$ cat src/rtl/tsu_axis_tx_stamp.sv
// tsu_axis_tx_stamp: transmit-side timestamp stage in front of the tri-mode MAC.
// Frames pass through a 2-entry skid buffer. The RTC is captured when the MAC
// accepts byte 0 of each frame, and a report is issued when the frame's last
// byte is accepted. With TSU_TX_INSERT_EN defined, frames carrying ETHERTYPE
// have 8 bytes starting at TS_OFFSET overwritten with the capture, MSB first.
// TS_OFFSET must lie in 16..2039 so that byte 0 has left the buffer before the
// first stamped byte is pushed.
module tsu_axis_tx_stamp #(
    parameter logic [15:0] ETHERTYPE = 16'h88F7,
    parameter int          TS_OFFSET = 48
) (
    input  logic        mac_axis_aclk,
    input  logic        rst,
    input  logic [63:0] rtc_timer_in,
    input  logic [7:0]  mac_axis_tdata,
    input  logic        mac_axis_tvalid,
    input  logic        mac_axis_tlast,
    output logic        mac_axis_tready,
    output logic [7:0]  mac_axis_out_tdata,
    output logic        mac_axis_out_tvalid,
    output logic        mac_axis_out_tlast,
    input  logic        mac_axis_out_tready,
    output logic [63:0] tx_ts,
    output logic        tx_ts_match,
    output logic        tx_ts_valid
);

    localparam logic [10:0] CNT_MAX = 11'd2047;
    localparam logic [10:0] ETH_LO  = 11'd12;
    localparam logic [10:0] ETH_HI  = 11'd13;

    typedef enum logic [1:0] {S_IDLE, S_HDR, S_BODY} state_t;

    // Byte counter increment that sticks at its maximum instead of wrapping.
    function automatic logic [10:0] sat_inc(input logic [10:0] v);
        return (v == CNT_MAX) ? v : v + 11'd1;
    endfunction

    logic        push;
    logic        pop;
    logic [1:0]  count;
    logic        wr_ptr;
    logic        rd_ptr;
    logic [7:0]  buf_data [2];
    logic        buf_last [2];
    logic        buf_mt   [2];
    logic        head_last;
    logic        head_mt;
    logic [10:0] in_cnt;
    state_t      state;
    state_t      state_nxt;
    logic        hdr_phase;
    logic [7:0]  b12;
    logic        match;
    logic        match_now;
    logic [7:0]  push_data;
    logic        sof;
    logic [63:0] ts_cap;

    assign push                = mac_axis_tvalid && mac_axis_tready;
    assign pop                 = mac_axis_out_tvalid && mac_axis_out_tready;
    assign mac_axis_tready     = (count != 2'd2);
    assign mac_axis_out_tvalid = (count != 2'd0);
    assign mac_axis_out_tdata  = buf_data[rd_ptr];
    assign mac_axis_out_tlast  = buf_last[rd_ptr];
    assign head_last           = buf_last[rd_ptr];
    assign head_mt             = buf_mt[rd_ptr];

`ifdef TSU_TX_INSERT_EN
    localparam logic [10:0] INS_LO = 11'(TS_OFFSET);
    localparam logic [10:0] INS_HI = 11'(TS_OFFSET + 7);

    // Selects byte k of the timestamp, counting from the most significant byte.
    function automatic logic [7:0] ts_byte(input logic [63:0] ts, input logic [2:0] k);
        logic [63:0] sh;
        sh = ts << {k, 3'b000};
        return sh[63:56];
    endfunction

    logic [2:0] ins_k;
    assign ins_k = 3'(in_cnt - INS_LO);

    // Replace payload bytes inside the stamp field of matching frames.
    always_comb begin
        push_data = mac_axis_tdata;
        if (match && (in_cnt >= INS_LO) && (in_cnt <= INS_HI))
            push_data = ts_byte(ts_cap, ins_k);
    end
`else
    assign push_data = mac_axis_tdata;
`endif

    // Skid buffer storage and occupancy; each entry keeps its frame's match so
    // the report stays correct when the next frame has already started.
    always_ff @(posedge mac_axis_aclk or posedge rst) begin
        if (rst) begin
            count  <= 2'd0;
            wr_ptr <= 1'b0;
            rd_ptr <= 1'b0;
            for (int i = 0; i < 2; i++) begin
                buf_data[i] <= 8'd0;
                buf_last[i] <= 1'b0;
                buf_mt[i]   <= 1'b0;
            end
        end else begin
            if (push) begin
                buf_data[wr_ptr] <= push_data;
                buf_last[wr_ptr] <= mac_axis_tlast;
                buf_mt[wr_ptr]   <= match_now;
                wr_ptr           <= ~wr_ptr;
            end
            if (pop)
                rd_ptr <= ~rd_ptr;
            case ({push, pop})
                2'b10:   count <= count + 2'd1;
                2'b01:   count <= count - 2'd1;
                default: count <= count;
            endcase
        end
    end

    // Input byte index within the current frame.
    always_ff @(posedge mac_axis_aclk or posedge rst) begin
        if (rst)
            in_cnt <= 11'd0;
        else if (push)
            in_cnt <= mac_axis_tlast ? 11'd0 : sat_inc(in_cnt);
    end

    // Input-side frame phase register.
    always_ff @(posedge mac_axis_aclk or posedge rst) begin
        if (rst)
            state <= S_IDLE;
        else
            state <= state_nxt;
    end

    // Input-side frame phase transitions.
    always_comb begin
        state_nxt = state;
        case (state)
            S_IDLE: if (push && !mac_axis_tlast) state_nxt = S_HDR;
            S_HDR: begin
                if (push && mac_axis_tlast)    state_nxt = S_IDLE;
                else if (push && in_cnt == ETH_HI) state_nxt = S_BODY;
            end
            S_BODY: if (push && mac_axis_tlast) state_nxt = S_IDLE;
            default: state_nxt = S_IDLE;
        endcase
    end

    // Header phase covers bytes 0..13, where the EtherType is examined.
    always_comb begin
        hdr_phase = (state != S_BODY);
    end

    // Match value for the byte being pushed: zero before byte 13, decided at 13.
    always_comb begin
        match_now = match;
        if (in_cnt < ETH_HI)
            match_now = 1'b0;
        else if (hdr_phase && in_cnt == ETH_HI)
            match_now = ({b12, mac_axis_tdata} == ETHERTYPE);
    end

    // EtherType high byte latch and per-frame match flag.
    always_ff @(posedge mac_axis_aclk or posedge rst) begin
        if (rst) begin
            b12   <= 8'd0;
            match <= 1'b0;
        end else if (push) begin
            if (hdr_phase && in_cnt == ETH_LO)
                b12 <= mac_axis_tdata;
            match <= match_now;
        end
    end

    // Output start-of-frame tracking and RTC capture at the first accepted byte.
    always_ff @(posedge mac_axis_aclk or posedge rst) begin
        if (rst) begin
            sof    <= 1'b1;
            ts_cap <= 64'd0;
        end else if (pop) begin
            sof <= head_last;
            if (sof)
                ts_cap <= rtc_timer_in;
        end
    end

    // Per-frame report; a one-byte frame takes the RTC directly since the
    // capture register is being loaded in the same cycle.
    always_ff @(posedge mac_axis_aclk or posedge rst) begin
        if (rst) begin
            tx_ts       <= 64'd0;
            tx_ts_match <= 1'b0;
            tx_ts_valid <= 1'b0;
        end else begin
            tx_ts_valid <= pop && head_last;
            if (pop && head_last) begin
                tx_ts       <= sof ? rtc_timer_in : ts_cap;
                tx_ts_match <= head_mt;
            end
        end
    end

endmodule

$ cat config.mk
export PLATFORM = sky130hd
export DESIGN_NAME = tsu_axis_tx_stamp
export DESIGN_NICKNAME = d
export VERILOG_FILES = /design/src/rtl/tsu_axis_tx_stamp.sv
export SDC_FILE = /design/constraint.sdc
export NUM_CORES = 1
export LEC_CHECK = 0
export CORE_MARGIN = 2
export CORE_UTILIZATION = 40
export DETAILED_ROUTE_END_ITERATION = 12
export PLACE_DENSITY = 0.62
export SYNTH_ARGS = -nofsm -noshare
export SYNTH_HDL_FRONTEND = slang
export SYNTH_SLANG_ARGS = --single-unit
$ cat constraint.sdc
create_clock -name mac_axis_aclk -period 19.2 [get_ports mac_axis_aclk]
set_clock_uncertainty 0.15 [all_clocks]
set_input_delay 3.84 -clock mac_axis_aclk [delete_from_list [all_inputs] [get_ports mac_axis_aclk]]
set_output_delay 3.84 -clock mac_axis_aclk [all_outputs]
set_load 0.03 [all_outputs]
==> After elaboration in Yosys (flattened, before gate mapping) <==
Index checks and enable logic that the tools add are counted.
{ "totals": {"inputBits": 77, "output_inout_bits": 77, "regBits": 177} }
{ "op_classes": {"n_addsub": 3, "reduce_logical": 16, "order_cmp": 4, "muxes": 27, "eq_ne": 14, "bitwise": 4} }
{ "ops": {"columns": ["cell", "n"], "rows": [
  ["64-bit two-way mux", 1],
  ["8-bit two-way mux", 4],
  ["11-bit by 4-bit equality test with 1-bit output, second input constant", 2],
  ["11-bit two-way mux", 2],
  ["16-bit bitwise mux", 1],
  ["16-bit equality test, second input constant", 1],
  ["11-bit by 1-bit adder with 11-bit output, second input constant", 1],
  ["11-bit equality test, second input constant", 1],
  ["11-bit by 4-bit < comparator with 1-bit output, second input constant", 1],
  ["2-bit != test, second input constant", 5],
  ["1-bit logical AND", 9],
  ["1-bit two-way mux", 9],
  ["8-bit demux with 1-bit select", 1],
  ["2-bit two-way mux", 4],
  ["2-bit one-hot mux with 3 select lines", 1],
  ["2-bit bitwise mux", 2],
  ["2-bit by 1-bit equality test with 1-bit output, second input constant", 2],
  ["2-bit equality test, second input constant", 2],
  ["2-bit >= comparator, second input constant", 2],
  ["1-bit NOT with 2-bit output", 2],
  ["2-bit one-hot mux with 2 select lines", 1],
  ["2-bit AND reduction", 2],
  ["2-bit nonzero test", 2],
  ["3-bit != test, second input constant", 1],
  ["8 further kinds", 9]
]} }

==> Depth between registers and ports, before layout <==
Gate-level depths: netlist of run 1.
{ "logic_depth": {"word_depth": 6, "depth_mapped": 8} }

==> Least setup slack after synthesis of run 1 <==
OpenSTA, ideal clock, no wires.
{ "synth_timing": {"kind": "input to register", "from": "in mac_axis_tvalid", "to": "reg b12[0]", "arrival_ns": 5.000, "setup_ns": 0.125, "n_path_buf": 0, "stages": 5, "slack_ns": 13.925, "cell_sequence": "inv_1 -> nor2_2 -> inv_2 -> nor4_4 -> mux2_2"} }
{ "synth_between": {"elab_chain_len": 2} }
{ "synth_rtl": {"columns": ["element", "line", "rtl"], "rows": [
  ["start, declared", "16", "input logic mac_axis_tvalid,"],
  ["1-bit logical AND", "60", "assign push = mac_axis_tvalid && mac_axis_tready;"],
  ["2-bit AND reduction (no line)", null, null],
  ["end signal, assigned", "173", "b12 <= mac_axis_tdata;"],
  ["end, declared", "53", "logic [7:0] b12;"]
]} }
Every way passes these cells.
A chain may end at the register's enable or synchronous reset.

==> Final worst setup path of run 1 <==
{ "layout_timing": {"from": "reg rd_ptr", "to": "out mac_axis_out_tlast"} }
{ "layout_between": {"elab_chain_len": 4} }
{ "layout_rtl": {"columns": ["element", "line", "rtl"], "rows": [
  ["start, declared", "43", "logic rd_ptr;"],
  ["start signal, assigned", "113", "rd_ptr <= ~rd_ptr;"],
  ["1-bit NOT with 2-bit output (implied by the code)", "65", "assign mac_axis_out_tlast = buf_last[rd_ptr];"],
  ["1-bit two-way mux (implied by the code) (3 in series)", "65", null],
  ["end, declared", "21", "output logic mac_axis_out_tlast,"]
]} }
Every way passes these cells. The select of a mux whose other input is x is not followed.

==> results.toml, run 1 <==
[worst_setup_path]
path_max_fanout = 11
cp-end-kind = "primary output"
r2r-end = "ts_cap[30]$_DFFE_PP0P_"
startpoint_type = "register"
crit_cells = 2
crit_slowest_cell = "dfrtp_1"
critPathArrivalTime_ns = 2.14
critical_path_buf_inv_count = 1
crit_family = "flip-flops"
max_stage_delay_ns = 0.67
rr_worst_depth = 2
worst_ep_required_time_ns = 15.21
regToRegStartpoint = "sof$_DFFE_PP1P_"
r2r_slack_ns = 16.24
crit_type = "register to primary output"
crit_chain = "mux2_2 > clkdlybuf4s50_1"

[clock_tree]
cts_resized = 0
cts_max_level = 4
cts-root-buf = "clkbuf_16"
ctsHoldBuffers = 0
cts.sinks = 177
clk_latency_ns = 0.43
clk_path_buf_depth = 2
cts_setup_buffers = 0
cts-buffers-inserted = 17
cts_tree = "built"
clk_pin_slew_ns = 0.07

[timing]
tightestPinTransition_ns = 1.08
fin_ws_ns = 13.07
fmax_mhz = 163
period_share_pct = 31.9
slew_violations = 0
setup_violations = 0
setup_tns_ns = 0
rsz0062_at_grt = "no"
slew_headroom_pct = 27.7
fin_crit_ns = 6.13
hold_viol_final = 0

[detailed_routing]
wl_per_cell_um = 16.5
vias_per_cell = 5.13
ant_nets = 0
drc = 0
num_vias = 5284
dr.pass1.iters = 6
drt_iter0_drc = 302
totalWireLength_mm = 17.0

[synthesis]
yosys_warnings = 0
synth_compound_area_share_pct = 7.44
async_flop_share_pct = 100
synth-simple-area-share_pct = 8.01
synth_enable_flop_cells = 0
syn_area_um2 = 7700
synth_top_family_by_area = "multiplexers"
ys.flop_type = "dfrtp_1"
synthCells = 621
synthAdderAreaFrac_pct = 0.650
ys_ff_latch = 177
syn_area_per_cell_um2 = 12.4
yosys.area_share.xor_xnor_pct = 0.568
yosys.cell_types.count = 47
synth.yosys.seq_area_share_pct = 57.5
synth_fp_nets = 702
muxShareOfSynthArea_pct = 23.2

[floorplanning]
initial_core_util_pct = 40.9
die-area_um2 = 20400
ios = 154
die_height_um = 143
core_um2 = 18800
core.rowCount = 50
fp.dieW_um = 143

[grt]
grt_pass1_vias = 5340
grt_max_degree = 121
grt_pass1_wl_mm = 27.5
antenna_found_initial = 0
gr-usage-all-layers_pct = 17.2
grt_overflow_total = 0

[placed_design]
port_buffers = 153
pre_cts_ws_ns = 12.72
place.gp.congestion = 0.846
hpwl_mm = 11.2

[cells_and_area]
diodes = 0
nNetsFinal = 838
drive_gt1_share_pct = 19.0
area.growth.synth_to_final_pct = 29.9

[power_and_ir_drop]
power.leakage_uw = 0.00425
p_per_area_nw_per_um2 = 183
ir_drop_mv = 0.0836

[hold_path]
hold_start = "state[1]$_DFFE_PP0P_"
hold_depth = 1
whs_endpoint = "state[0]$_DFFE_PP0P_"
hold_class = "register to register"

[run]
drv_cap = 0

[status]
status = "completed"
cell families (layout without fill, tap and decap cells):
logic type                 after synthesis  count (layout)
AOI/OAI and AO/OA                       99              99
xor gates and xnor gates                 5               5
adders and majority gates                4               4
buffers and inverters                   48             197
DFF                                    177             177
muxes                                  166             166
and+or+nand+nor                        122             122
registers in the layout (all words and copies together), names as in the netlist:
name / flops
buf_mt: 2
in_cnt: 11
match: 1
b12: 8
rd_ptr: 1
buf_last: 2
sof: 1
tx_ts_valid: 1
state: 2
wr_ptr: 1
buf_data: 16
ts_cap: 64
tx_ts: 64
tx_ts_match: 1
count: 2
power by group:
part / total (uW) / leakage, uW / internal, uW / switching, uW
logic: 797 / 0.00190 / 389 / 408
clock network: 338 / 0.000283 / 177 / 162
registers: 699 / 0.00207 / 556 / 143
final cells by class:
type | count | area, um2
clock buffers | 18 | 439
fillers | 1622 | 8820
inverters | 10 | 42.5
well taps | 260 | 325
flip-flops and latches | 177 | 4430
multi-input cells | 396 | 3080
repair buffers | 155 | 1550
clock inverters | 14 | 139
metal layers:
metal	global-route usage (%)	wire length, um	vias to the layer above
met5	0	0	-
met4	5.78	215	0
met3	4.23	863	19
met2	29.0	8620	129
met1	21.8	7310	2645
li1	-	-	2491
cells in the final DEF (no fill, tap or decap), types with 3 or more instances in the layout:
cell / netlist / final
clkdlybuf4s50_1: 0 / 153
inv_8: 0 / 4
and3_1: 6 / 6
ha_1: 4 / 4
nor3_1: 5 / 5
dfrtp_1: 176 / 176
inv_6: 0 / 7
a21oi_1: 70 / 70
inv_1: 9 / 8
o31ai_1: 4 / 4
a31oi_1: 5 / 5
mux2_2: 100 / 100
nor2_1: 70 / 70
nor2b_1: 3 / 3
nand2_1: 9 / 8
a21o_1: 3 / 3
nand4_1: 7 / 7
xnor2_1: 3 / 3
clkbuf_16: 0 / 17
o21ai_0: 4 / 4
or4bb_1: 3 / 3
nor4_1: 3 / 3
mux2i_1: 66 / 66
worst max-delay path by stage:
stage | from | endpoint | slack [ns]
finish | rd_ptr$_DFFE_PP0P_ | mac_axis_out_tlast | 13.07
global route | mac_axis_tvalid | b12[5]$_DFFE_PP0P_ | 12.94
CTS | rd_ptr$_DFFE_PP0P_ | mac_axis_out_tlast | 13.02
detailed placement | mac_axis_tvalid | b12[5]$_DFFE_PP0P_ | 12.72
global placement | mac_axis_tvalid | b12[6]$_DFFE_PP0P_ | 12.85
floorplan | rst | b12[0]$_DFFE_PP0P_ | 10.41
per-stage QoR:
stage | hold slack, ns | std cells | utilization, % | instance area [um2] | power [uW]
final | 0.310 | 1030 | 53.1 | 10000 | 1830
after global routing | 0.320 | 1030 | 53.1 | 10000 | 1950
after CTS | 0.311 | 1030 | 53.1 | 10000 | 1860
after detailed placement | 0.304 | 998 | 50.1 | 9430 | 1510
after global placement | 0.301 | 998 | 50.1 | 9430 | 1490
after floorplan | 0.273 | 621 | - | 7700 | 1220
synthesized netlist by cell type (all sizes together) (3+ instances only):
master | instances | area share (%)
nand2 | 10 | 0.52
a31oi | 5 | 0.41
a21oi | 70 | 4.5
nor2b | 3 | 0.24
nor2 | 71 | 3.5
a21o | 3 | 0.29
buf | 20 | 1.3
and3 | 6 | 0.49
o31ai | 4 | 0.39
nor3 | 7 | 0.58
o21ai | 4 | 0.26
nand4 | 7 | 0.57
ha | 4 | 0.65
dfrtp | 176 | 57
or4bb | 3 | 0.44
nor4 | 5 | 0.80
mux2 | 100 | 15
mux2i | 66 | 8.6
xnor2 | 3 | 0.34
inv | 10 | 0.49
clkbuf | 18 | 0.88
Power figures use the tool's default switching activity.
==> run 2, diff against run 1 <==
Settings changed: PLACE_DENSITY 0.62 to 0.64.
Clock period 19.2 ns to 5 ns, I/O delays scaled along.
==> results.toml, run 2 (synthesis results as in run 1) <==
[cells_and_area]
area.growth.synth_to_final_pct = 31.1
reg_top3 = "ts_cap x64, tx_ts x64, buf_data x16"
diodes = 0
final_cell_mix = "dfrtp_1 (176), clkdlybuf4s50_1 (153), mux2_2 (100), nor2_1 (70), a21oi_1 (70)"
fillers = 1560
drive_gt1_share_pct = 19.5
layout_commonest_cell = "dfrtp_1"
nNetsFinal = 843

[placed_design]
place.gp.congestion = 0.845
port_buffers = 153
pre_cts_ws_ns = 1.33
hpwl_mm = 11.9

[timing]
fmax_mhz = 304
rsz0062_at_grt = "no"
setup_violations = 0
period_share_pct = 65.7
setup_tns_ns = 0
slew_violations = 0
fin_ws_ns = 1.71
fin_crit_ns = 3.29
hold_viol_final = 0
tightestPinTransition_ns = 1.28
slew_headroom_pct = 14.8

[power_and_ir_drop]
power.leakage_uw = 0.00429
ir_drop_mv = 0.340
p_per_area_nw_per_um2 = 710

[clock_tree]
cts-root-buf = "clkbuf_16"
clk_path_buf_depth = 2
cts_max_level = 4
clk_latency_ns = 0.42
cts-buffers-inserted = 17
cts_tree = "built"
cts.sinks = 177
cts_setup_buffers = 0
clk_pin_slew_ns = 0.07
cts_resized = 0
ctsHoldBuffers = 0

[worst_setup_path]
path_max_fanout = 11
startpoint = "rd_ptr$_DFFE_PP0P_"
regToRegStartpoint = "sof$_DFFE_PP1P_"
r2r-end = "ts_cap[29]$_DFFE_PP0P_"
startpoint_type = "register"
rr_worst_depth = 3
cp-end-kind = "primary output"
endpoint = "mac_axis_out_tlast"
crit_type = "register to primary output"
worst_ep_required_time_ns = 3.85
critPathArrivalTime_ns = 2.14
r2r_slack_ns = 2.05

[grt]
grt_pass1_vias = 5567
grt_overflow_total = 0
antenna_found_initial = 0
grt_max_degree = 122
gr-usage-all-layers_pct = 17.7
gr-usage-met3_pct = 3.55
grtUsageMet1_pct = 21.6
grt.busiest_layer = "met2"
met2_usage_pct = 31.1
grt_pass1_wl_mm = 28.3

[status]
status = "completed"

[run]
drv_cap = 0

[detailed_routing]
vias_per_cell = 5.08
drc = 0
wl_per_cell_um = 16.9
totalWireLength_mm = 17.5
dr.pass1.iters = 4
num_vias = 5257
ant_nets = 0
drt_iter0_drc = 287

[floorplanning]
ios = 154
die-area_um2 = 20400
fp.dieW_um = 143
initial_core_util_pct = 40.9
die_height_um = 143
core.rowCount = 50
core_um2 = 18800

[hold_path]
hold_class = "register to register"
==> run 2: changes by cell type in the layout (fill, tap and decap cells not counted), sizes merged <==
cell	before	now
inv	20	14
buf	2	7
bufinv	0	3
clkinvlp	1	3
clkbuf	18	19
==> run 2: layer usage <==
metal | wire length (um) | part of all wire (%) | vias to the layer above
li1 | - | - | 2500
met1 | 7480 | 43 | 2608
met2 | 8950 | 51 | 124
met3 | 691 | 4.0 | 25
met4 | 363 | 2.1 | 0
met5 | 0 | 0 | -
==> run 2: worst min-delay path by stage <==
stage | startpoint | end | slack (ns) | cells past startpoint
2_1_floorplan | state[1]$_DFFE_PP0P_ | state[0]$_DFFE_PP0P_ | 0.27 | 1
3_3_place_gp | state[1]$_DFFE_PP0P_ | state[0]$_DFFE_PP0P_ | 0.29 | 1
3_5_place_dp | state[1]$_DFFE_PP0P_ | state[0]$_DFFE_PP0P_ | 0.32 | 1
4_1_cts | state[1]$_DFFE_PP0P_ | state[0]$_DFFE_PP0P_ | 0.32 | 1
5_1_grt | state[1]$_DFFE_PP0P_ | state[0]$_DFFE_PP0P_ | 0.35 | 1
6_report | state[1]$_DFFE_PP0P_ | state[0]$_DFFE_PP0P_ | 0.33 | 1
==> run 2: cell type report <==
cell class / instances / area (um2) / area share (%)
clock buffer: 19 / 453 / 4.48
clock inverter: 13 / 174 / 1.72
inverter: 10 / 41.3 / 0.409
multi-input combinational: 396 / 3080 / 30.5
sequential: 177 / 4430 / 43.9
tap: 260 / 325 / 3.22
timing repair buffer: 160 / 1600 / 15.8
==> run 2: critical path, cell delays in order (launching register included) <==
cell	delay, ns
dfrtp_1	0.69
mux2_2	0.43
clkdlybuf4s50_1	0.60
==> run 2: through the flow <==
step	cells	util, %	hold WS, ns	total power, uW	instance area, um2
after floorplan	621	-	0.273	4680	7710
after global placement	1003	50.3	0.290	5710	9470
after detailed placement	1003	50.3	0.317	5830	9470
after CTS	1035	53.6	0.323	7260	10100
after global routing	1035	53.6	0.353	7610	10100
final	1035	53.6	0.325	7170	10100
==> run 2: power by group <==
part           internal [uW]  leakage [uW]  switching [uW]  total [uW]
Sequential              2140       0.00207             551        2690
Combinational           1500       0.00191            1580        3080
Clock                    824      0.000303             576        1400
Total                   4460       0.00429            2700        7170
==> run 3, diff against run 2 <==
Settings changed: PLACE_DENSITY 0.64 to 0.62.
Clock period 5 ns to 3.1 ns, I/O delays scaled along.
==> results.toml, run 3 (synthesis results as in run 1) <==
[detailed_routing]
totalWireLength_mm = 17.2
num_vias = 5294
drt_iter0_drc = 434
dr.pass1.iters = 4
drc = 0
vias_per_cell = 5.10
wl_per_cell_um = 16.6
ant_nets = 0

[grt]
grtUsageMet1_pct = 23.3
antenna_found_initial = 0
grt_overflow_total = 0
gr-usage-met3_pct = 3.92
grt_max_degree = 111
gr-usage-all-layers_pct = 17.8
grt.busiest_layer = "met2"
grt_pass1_vias = 5492
met2_usage_pct = 30.0
grt_pass1_wl_mm = 28.5

[clock_tree]
cts_resized = 0
clk_path_buf_depth = 2
clk_pin_slew_ns = 0.06
ctsHoldBuffers = 0
cts_tree = "built"
cts.sinks = 177
clk_latency_ns = 0.43
cts-buffers-inserted = 17
cts-root-buf = "clkbuf_16"
cts_max_level = 4
cts_setup_buffers = 0

[power_and_ir_drop]
p_total_uw = 11500
ir_drop_mv = 0.540
power.leakage_uw = 0.00431
p_per_area_nw_per_um2 = 1130

[hold_path]
hold_depth = 1
hold_start = "state[1]$_DFFE_PP0P_"
hold_class = "register to register"
whs_endpoint = "state[0]$_DFFE_PP0P_"

[floorplanning]
core_um2 = 18800
die_height_um = 143
initial_core_util_pct = 40.9
core.rowCount = 50
ios = 154
fp.dieW_um = 143
die-area_um2 = 20400

[timing]
tightestPinTransition_ns = 0.741
holdWs_ns = 0.320
slew_headroom_pct = 50.4
slew_violations = 0
setup_violations = 0
fin_ws_ns = 0.239
rsz0062_at_grt = "no"
hold_viol_final = 0
setup_tns_ns = 0
period_share_pct = 92.3
fin_crit_ns = 2.86
fmax_mhz = 349

[cells_and_area]
reg_top3 = "ts_cap x64, tx_ts x64, buf_data x16"
diodes = 0
drive_gt1_share_pct = 19.7
final_cell_mix = "dfrtp_1 (176), clkdlybuf4s50_1 (153), mux2_2 (100), nor2_1 (70), a21oi_1 (70)"
multiInputGateArea_um2 = 3080
fillers = 1624
layout_commonest_cell = "dfrtp_1"
nNetsFinal = 846
seq_area_um2 = 4430
area.growth.synth_to_final_pct = 31.8

[worst_setup_path]
rr_worst_depth = 4
path_max_fanout = 11
cp-end-kind = "primary output"
worst_ep_required_time_ns = 2.33
startpoint_type = "register"
r2r_slack_ns = 0.86
regToRegStartpoint = "in_cnt[6]$_DFFE_PP0P_"
crit_type = "register to primary output"
critPathArrivalTime_ns = 2.09
r2r-end = "b12[4]$_DFFE_PP0P_"

[status]
status = "completed"

[placed_design]
hpwl_mm = 11.4
pre_cts_ws_ns = 0.457
port_buffers = 153
place.gp.congestion = 0.835

[run]
drv_cap = 0
[run 3: changes by cell type in the layout (fill, tap and decap cells not counted), moves of 2 or more]
cell      delta
clkinv_4     +3
buf_12       +4
inv_6        -3
clkbuf_8     +2
[run 3: report_power, final]
part           total (uW)  leakage (uW)  internal, uW  switching (uW)
clock                2190      0.000297          1280             907
sequential           4200       0.00207          3440             760
combinational        5130       0.00195          2470            2660
total               11500       0.00431          7190            4330
[run 3: cell type report]
type                    count  share of cell area (%)
clock buffers              22                    4.77
flip-flops and latches    177                    43.7
clock inverters            10                    1.23
multi-input cells         396                    30.3
inverters                  10                   0.407
well taps                 260                    3.20
repair buffers            163                    16.4
[run 3: how the worst max path moves through the flow]
stage                     slack [ns]  cells after the start                from                 end
after floorplan                 0.06                      1                 rst  b12[0]$_DFFE_PP0P_
after global placement          0.48                      6     mac_axis_tvalid  b12[7]$_DFFE_PP0P_
after detailed placement        0.46                      6     mac_axis_tvalid  b12[3]$_DFFE_PP0P_
after CTS                       0.20                      2  rd_ptr$_DFFE_PP0P_  mac_axis_out_tlast
after global routing            0.11                      2  rd_ptr$_DFFE_PP0P_  mac_axis_out_tlast
final                           0.24                      2  rd_ptr$_DFFE_PP0P_  mac_axis_out_tlast
[run 3: layer usage]
layer | routed length (um) | vias up
met5 | 0 | -
met4 | 178 | 0
met3 | 719 | 13
met2 | 8710 | 129
met1 | 7580 | 2645
li1 | - | 2507
[run 3: metrics by stage]
step | cell area (um2) | instances | util [%]
global route | 10200 | 1038 | 53.9
finish | 10200 | 1038 | 53.9
global placement | 9550 | 1006 | 50.7
floorplan | 7710 | 621 | -
detailed placement | 9550 | 1006 | 50.7
CTS | 10200 | 1038 | 53.9
[run 3: worst max-delay path: stages (launching register included)]
cell and delay (ns):
dfrtp_1 0.65, mux2_2 0.42, clkdlybuf4s50_1 0.60
